$ cat src/rtl/sipo_pkg.sv
// sipo_pkg -- definitions shared by the serial-in/parallel-out receiver.
//   state_t     : receiver frame state (COLLECT data bits, PARITY bit)
//   PARITY_EVEN : XOR over data and parity bits for a clean frame
// The PARITY state is only reached when SIPO_RX_PARITY_EN is defined.
package sipo_pkg;

    typedef enum logic {
        COLLECT = 1'b0,
        PARITY  = 1'b1
    } state_t;

    // Even parity: the XOR of all data bits and the parity bit is 0.
    localparam logic PARITY_EVEN = 1'b0;

endpackage

$ cat src/rtl/sipo_rx_bit_counter.sv
// bit_counter -- frame bit position counter, counts 0..TERMINAL and wraps.
// Ports:
//   clk     : clock, rising edge
//   rst     : synchronous active-high reset, forces count to 0
//   clear   : synchronous clear to 0, priority over inc
//   inc     : advance by one (wrap to 0 from TERMINAL)
//   at_last : count currently equals TERMINAL
module bit_counter #(
    parameter int TERMINAL = 7
) (
    input  logic clk,
    input  logic rst,
    input  logic clear,
    input  logic inc,
    output logic at_last
);

    localparam int CW = (TERMINAL < 1) ? 1 : $clog2(TERMINAL + 1);

    logic [CW-1:0] count;

    assign at_last = (count == CW'(TERMINAL));

    always_ff @(posedge clk) begin
        if (rst || clear) begin
            count <= '0;
        end else if (inc) begin
            count <= at_last ? '0 : count + CW'(1);
        end
    end

endmodule

$ cat src/rtl/sipo_rx.sv
// sipo_rx -- serial-in/parallel-out receiver with one-word output holding
// register and valid/ready handshake.
// Ports:
//   clk       : clock, rising edge
//   rst       : synchronous active-high reset (highest priority)
//   en        : bit-sample enable
//   ser       : serial data, LSB first
//   sync      : frame restart, discards a partial word (priority over en)
//   dout      : assembled word (registered)
//   out_valid : dout holds an undelivered word
//   out_ready : consumer accepts dout when out_valid=1
//   overrun   : one-cycle pulse when a completed word is dropped
//   par_err   : parity error for the word in dout, qualified by out_valid
// Build option: define SIPO_RX_PARITY_EN to append one even-parity bit to
// every frame; otherwise frames are WIDTH bits and par_err stays 0.
module sipo_rx
    import sipo_pkg::*;
#(
    parameter int WIDTH = 8
) (
    input  logic             clk,
    input  logic             rst,
    input  logic             en,
    input  logic             ser,
    input  logic             sync,
    output logic [WIDTH-1:0] dout,
    output logic             out_valid,
    input  logic             out_ready,
    output logic             overrun,
    output logic             par_err
);

    logic [WIDTH-1:0] shreg;
    logic [WIDTH-1:0] shifted;
    logic [WIDTH-1:0] word;
    logic             sample;
    logic             shift_en;
    logic             at_last;
    logic             word_done;
    logic             word_perr;

    // sync wins over en: nothing is sampled on a restart edge.
    assign sample  = en & ~sync;
    // LSB first: new bits enter at the top and walk down to bit 0.
    assign shifted = {ser, shreg[WIDTH-1:1]};

`ifdef SIPO_RX_PARITY_EN
    state_t state;

    // Data bits only shift in COLLECT; the parity bit is checked but not stored.
    assign shift_en  = sample && (state == COLLECT);
    assign word_done = sample && (state == PARITY);
    assign word      = shreg;
    assign word_perr = ((^shreg) ^ ser) != PARITY_EVEN;

    always_ff @(posedge clk) begin
        if (rst || sync) begin
            state <= COLLECT;
        end else if (sample) begin
            if (state == COLLECT && at_last) begin
                state <= PARITY;
            end else if (state == PARITY) begin
                state <= COLLECT;
            end
        end
    end
`else
    assign shift_en  = sample;
    assign word_done = sample && at_last;
    assign word      = shifted;
    assign word_perr = 1'b0;
`endif

    bit_counter #(
        .TERMINAL(WIDTH - 1)
    ) u_bit_counter (
        .clk    (clk),
        .rst    (rst),
        .clear  (sync),
        .inc    (shift_en),
        .at_last(at_last)
    );

    always_ff @(posedge clk) begin
        if (rst) begin
            shreg <= '0;
        end else if (shift_en) begin
            shreg <= shifted;
        end
    end

    // Output holding register: a completed word loads when the slot is free
    // or being accepted on this same edge; otherwise it is dropped.
    always_ff @(posedge clk) begin
        if (rst) begin
            dout      <= '0;
            out_valid <= 1'b0;
            overrun   <= 1'b0;
            par_err   <= 1'b0;
        end else begin
            overrun <= 1'b0;
            if (word_done) begin
                if (!out_valid || out_ready) begin
                    dout      <= word;
                    par_err   <= word_perr;
                    out_valid <= 1'b1;
                end else begin
                    overrun <= 1'b1;
                end
            end else if (out_valid && out_ready) begin
                out_valid <= 1'b0;
            end
        end
    end

endmodule

$ cat config.mk
export PLATFORM = sky130hd
export DESIGN_NAME = sipo_rx
export DESIGN_NICKNAME = d
export VERILOG_FILES = /design/src/rtl/sipo_pkg.sv /design/src/rtl/sipo_rx_bit_counter.sv /design/src/rtl/sipo_rx.sv
export SDC_FILE = /design/constraint.sdc
export NUM_CORES = 1
export LEC_CHECK = 0
export BUFFER_PORTS_ARGS = -buffer_cell sky130_fd_sc_hd__buf_2
export CAP_MARGIN = 20
export CORE_MARGIN = 10
export CORE_UTILIZATION = 55
export CTS_BUF_LIST = sky130_fd_sc_hd__clkbuf_8
export DETAILED_ROUTE_END_ITERATION = 8
export PLACE_DENSITY_LB_ADDON = 0.15
export SLEW_MARGIN = 20
export SYNTH_ARGS = -nofsm -noshare
export SYNTH_HDL_FRONTEND = slang
export SYNTH_SLANG_ARGS = --single-unit
$ cat constraint.sdc
create_clock -name clk -period 1.3 [get_ports clk]
set_input_delay 0.13 -clock clk [delete_from_list [all_inputs] [get_ports clk]]
set_output_delay 0.13 -clock clk [all_outputs]
set_load 0.01 [all_outputs]
==> After elaboration in Yosys (flattened, before gate mapping) <==
Cells that the tools add are included.
{ "classes": {"n_addsub": 1, "bitwise_logic": 3, "n_eq_ne": 2, "n_reduce_logical": 9, "mux": 5} }
{ "ops": {"columns": ["operator", "n"], "rows": [
  ["$mux 1", 4],
  ["$reduce_and 2->1", 2],
  ["$add 3x1->3 const B", 1],
  ["$eq 3x3->1 const B", 1],
  ["$mux 3", 1],
  ["$logic_and 1x1->1", 2],
  ["$logic_or 1x1->1", 2],
  ["$ne 2x1->1 const B", 1],
  ["$not 1->1", 2],
  ["$reduce_bool 2->1", 1],
  ["$reduce_or 2->1", 1],
  ["$and 1x1->1", 1],
  ["$logic_not 1->1", 1]
]} }
{ "totals": {"output_inout_bits": 11, "input_bits": 6, "register_bits": 21, "word_cells": 25} }

==> Logic depth before layout (Yosys ltp) <==
{ "logic_depth": {"word_depth": 5, "ltp_mapped": 5, "mapped_depth_nobuf": 5} }

==> Cells and area by module <==
From an unflattened synthesis, not the netlist that was laid out.
{ "unflattened": {"hier_cells": 87, "area_unflattened_um2": 860.8} }
{ "modules_own_cells": {"columns": ["module", "n_inst", "cells_each", "seq_area_each_um2", "area_each_um2"], "rows": [
  ["sipo_rx", 1, 75, 340.3, 718.2],
  ["bit_counter", 1, 12, 60.1, 142.6]
]} }

==> Worst setup path before layout <==
Ideal clock, no wire load.
{ "synth_path": {"kind": "flip-flop to flip-flop", "start": "reg u_bit_counter.count[0]", "end": "reg dout[7]", "setup_time_ns": 0.118, "required_ns": 1.182, "synth_period_minus_slack_ns": 1.188, "stages_incl_launch_ff": 6, "t_arrival_ns": 1.070, "path_buffers": 1, "setup_slack_ns": 0.112, "cell_sequence": "dfxtp_1 > ha_1 > ha_1 > and3_4 > buf_12 > mux2i_1"} }
{ "synth_between": {"elab_chain_cells": 3} }
{ "synth_rtl": {"columns": ["element", "line", "rtl"], "rows": [
  ["from (decl)", "sipo_rx_bit_counter.sv:20", "logic [CW-1:0] count;"],
  ["from (signal assigned)", "sipo_rx_bit_counter.sv:28", "count <= at_last ? '0 : count + CW'(1);"],
  ["$eq 3x3->1", "sipo_rx_bit_counter.sv:22", "assign at_last = (count == CW'(TERMINAL));"],
  ["$logic_and 1x1->1", "sipo_rx.sv:69", "assign word_done = sample && at_last;"],
  ["$reduce_and 2->1 (no source line)", null, null],
  ["to (signal assigned)", "sipo_rx.sv:104", "dout <= word;"],
  ["to (decl)", "sipo_rx.sv:26", "output logic [WIDTH-1:0] dout,"]
]} }
Every way passes these cells.
A chain may end at the register's enable or synchronous reset.

==> Worst setup path after layout <==
{ "layout_path": {"start": "reg u_bit_counter.count[0]", "end": "reg dout[5]"} }
The elaborated chain is that of the path after synthesis.

==> out/results.tsv <==
stage	metric	value	unit
outcome	status	complete, no violations	
timing	Slew Viols, Final	0	
final_layout	Syn-to-layout area delta	14.6	%
global_routing	first-pass GRT wire length	2.41	mm
final_layout	area of the multi-input gates	414	µm²
power	pwr dens	1170	nW/µm²
yosys	Post-Syn Nets	88	
final_layout	Final #Nets	103	
yosys	ys async rst share	0	%
clock_tree	clk_lat worst skew	0.25	ns
timing	RSZ-0062 raised after global routing	false	
power	Peak supply drop	0.771	mV
setup_path	Reg2Reg Setup Slack	0.1	ns
global_routing	largest net degree at the start of global routing	29	
detailed_routing	DR vias/cell	4.87	
detailed_routing	DR pass1 iterations	4	
flow_run	Max Cap Viol	0	
yosys	synthesized area per cell	10.6	µm²
clock_tree	Clk pin slew, worst setup/hold paths	0.07	ns
clock_tree	cts bufs inserted	3	
clock_tree	CTS tree	yes	
clock_tree	Max clock buf depth	2	
final_layout	post-route insts no fill	110	
detailed_routing	DR vias	536	
yosys	Post-Syn Area	851	µm²
final_layout	Antenna Cells	0	
yosys	synthesized instance count	80	
final_layout	share of cells above drive strength 1	27.7	%
setup_path	CP max-delay cell	dfxtp_2	
detailed_routing	Iter 0 DRT Violations	3	
setup_path	critical path type	reg2reg	
clock_tree	clock sinks	20	
timing	fmax	833	MHz
final_layout	most frequent cells in the layout	mux2i_1 (18), dfxtp_1 (18), nand2b_1 (17), buf_2 (15), nor2_1 (8)	
floorplanning	Die ar.	3520	µm²
final_layout	# fillers	127	
yosys	Seq cells post-synth	20	
timing	final worst-path cycle share	92.3	%
setup_path	max incr delay on CP	0.34	ns
hold_path	Worst Hold Depth	2	
setup_path	R2R cell count	4	
timing	Tmin final	1.20	ns
detailed_routing	DR WL/cell	12.8	µm
detailed_routing	total wire length	1.40	mm
floorplanning	row cnt	14	
floorplanning	DIE HEIGHT	59.3	µm
floorplanning	Die Span X	59.3	µm
yosys	yosys warns	0	
global_routing	antenna violations before repair	0	
timing	Setup violations, final	0	
floorplanning	Ports	17	
placement	IO Port Bufs	15	
setup_path	Worst setup EP type	register	
hold_path	worst hold endpoint	u_bit_counter.count[1]	
final_layout	Seq. cell area	403	µm²
global_routing	vias in the first global route	540	
floorplanning	Core Footprint	1490	µm²
yosys	EDFF count, synth	0	
detailed_routing	DRC	0	
timing	setup TNS	0	ns
yosys	Unique masters post-synth	16	
hold_path	Hold Path Origin	sync	
placement	hpwl dp	1.01	mm
setup_path	critical path cell sequence	ha_2 -> ha_4 -> and3_4 -> mux2i_1	
setup_path	Critical R2R Launch	u_bit_counter.count[0]	
clock_tree	CTS Root Buffer Type	clkbuf_8	
timing	clock skew	0.00285	ns
timing	endpoints failing hold	0	
global_routing	GRT Total Usage	8.57	%
setup_path	worst path required time	1.49	ns
setup_path	crit path max fanout	8	
placement	placer congestion estimate	0.722	
placement	dpl cells	106	
yosys	sequential fraction of the synthesis area	47.1	%
yosys	Most used DFF post-synth	dfxtp_1	
hold_path	worst hold-check path type	in2reg	
clock_tree	Hold Buf Count CTS	0	
setup_path	worst flop-to-flop path endpoint	dout[5]	
global_routing	grt ovf	0	
detailed_routing	Antenna Nets Post-Route	0	
setup_path	Startpoint Class	register	
power	Pleak	0.394	nW
clock_tree	H-tree levels	1	
setup_path	Arr. time, crit path	1.39	ns
floorplanning	Initial Utilization	57.1	%
metrics by stage:
stage / worst slack, ns / area, µm² / hold WS [ns] / utilization [%] / power [W]
final: 0.0998 / 975 / 0.116 / 65.5 / 0.00114
after global routing: 0.000268 / 975 / 0.117 / 65.5 / 0.00119
after CTS: 0.0354 / 957 / 0.125 / 64.3 / 0.00115
after detailed placement: 0.0703 / 902 / 0.392 / 60.6 / 0.000691
after global placement: 0.116 / 902 / 0.382 / 60.6 / 0.000690
after floorplan: 0.112 / 851 / 0.209 / - / 0.000679
synth_stat cells, types with 2 or more instances:
cell / number / area share (%)
dfxtp_1: 20 / 47
mux2i_1: 18 / 21
nand2b_1: 17 / 12
nor2_1: 8 / 3.5
nor3_1: 4 / 2.4
clkbuf_1: 2 / 0.88
ha_1: 2 / 2.9
how the worst max path moves through the flow:
stage / end / slack (ns) / cells past startpoint / startpoint
final: dout[5] / 0.1 / 4 / u_bit_counter.count[0]
after floorplan: dout[7] / 0.11 / 5 / u_bit_counter.count[0]
after global routing: dout[0] / 0.0003 / 4 / u_bit_counter.count[0]
after detailed placement: dout[4] / 0.07 / 4 / u_bit_counter.count[0]
after global placement: dout[3] / 0.12 / 4 / u_bit_counter.count[0]
after CTS: dout[5] / 0.04 / 4 / u_bit_counter.count[0]
repair_timing:
| action | in CTS | in global routing |
|---|---|---|
| hold endpoints to repair | 0 | 0 |
| resized for setup | 0 | 5 |
| setup buffers | 0 | 0 |
| setup endpoints to repair | 0 | 8 |
metal layers:
layer	share of wire (%)	vias to the layer above	routed length, µm	track usage, %
met1	48	241	676	10.5
met2	43	8	606	12.0
li1	-	287	-	-
met4	0	0	0	3.93
met3	8.6	0	121	4.29
met5	0	-	0	0
cell type report:
class,count,area share [%]
clock buffers,4,5.65
well taps,16,2.05
repair buffers,16,8.47
flip-flops and latches,20,41.3
multi-input cells,54,42.5
where the power goes:
part           switching (W)  total [W]  leakage (nW)  internal [W]
registers         0.00000354   0.000620         0.162      0.000617
logic              0.0000287  0.0000570         0.203     0.0000283
clock network       0.000196   0.000465        0.0288      0.000269
total               0.000228    0.00114         0.394      0.000914
kinds of logic after synthesis:
| family | count (synthesis) | share of synthesized area (%) |
|---|---|---|
| AND/OR/NAND/NOR | 32 | 21.8 |
| flip-flops | 20 | 47.1 |
| multiplexers | 18 | 21.2 |
| buffers and inverters | 6 | 6.03 |
| adder cells (fa/ha/maj) | 2 | 2.94 |
| AO/OA/AOI/OAI | 1 | 0.588 |
| other | 1 | 0.441 |
sequential cells by signal, indices dropped and copies added (netlist names):
signal               count
dout                     8
u_bit_counter.count      3
out_valid                1
overrun                  1
shreg                    7
critical path: cells and delay by family, from the launching register on:
family,cells,cell delay [ns]
mux,1,0.20
simple gates,1,0.27
flops,1,0.34
fa+ha+maj,2,0.32
(Power assumes the default switching activity.)
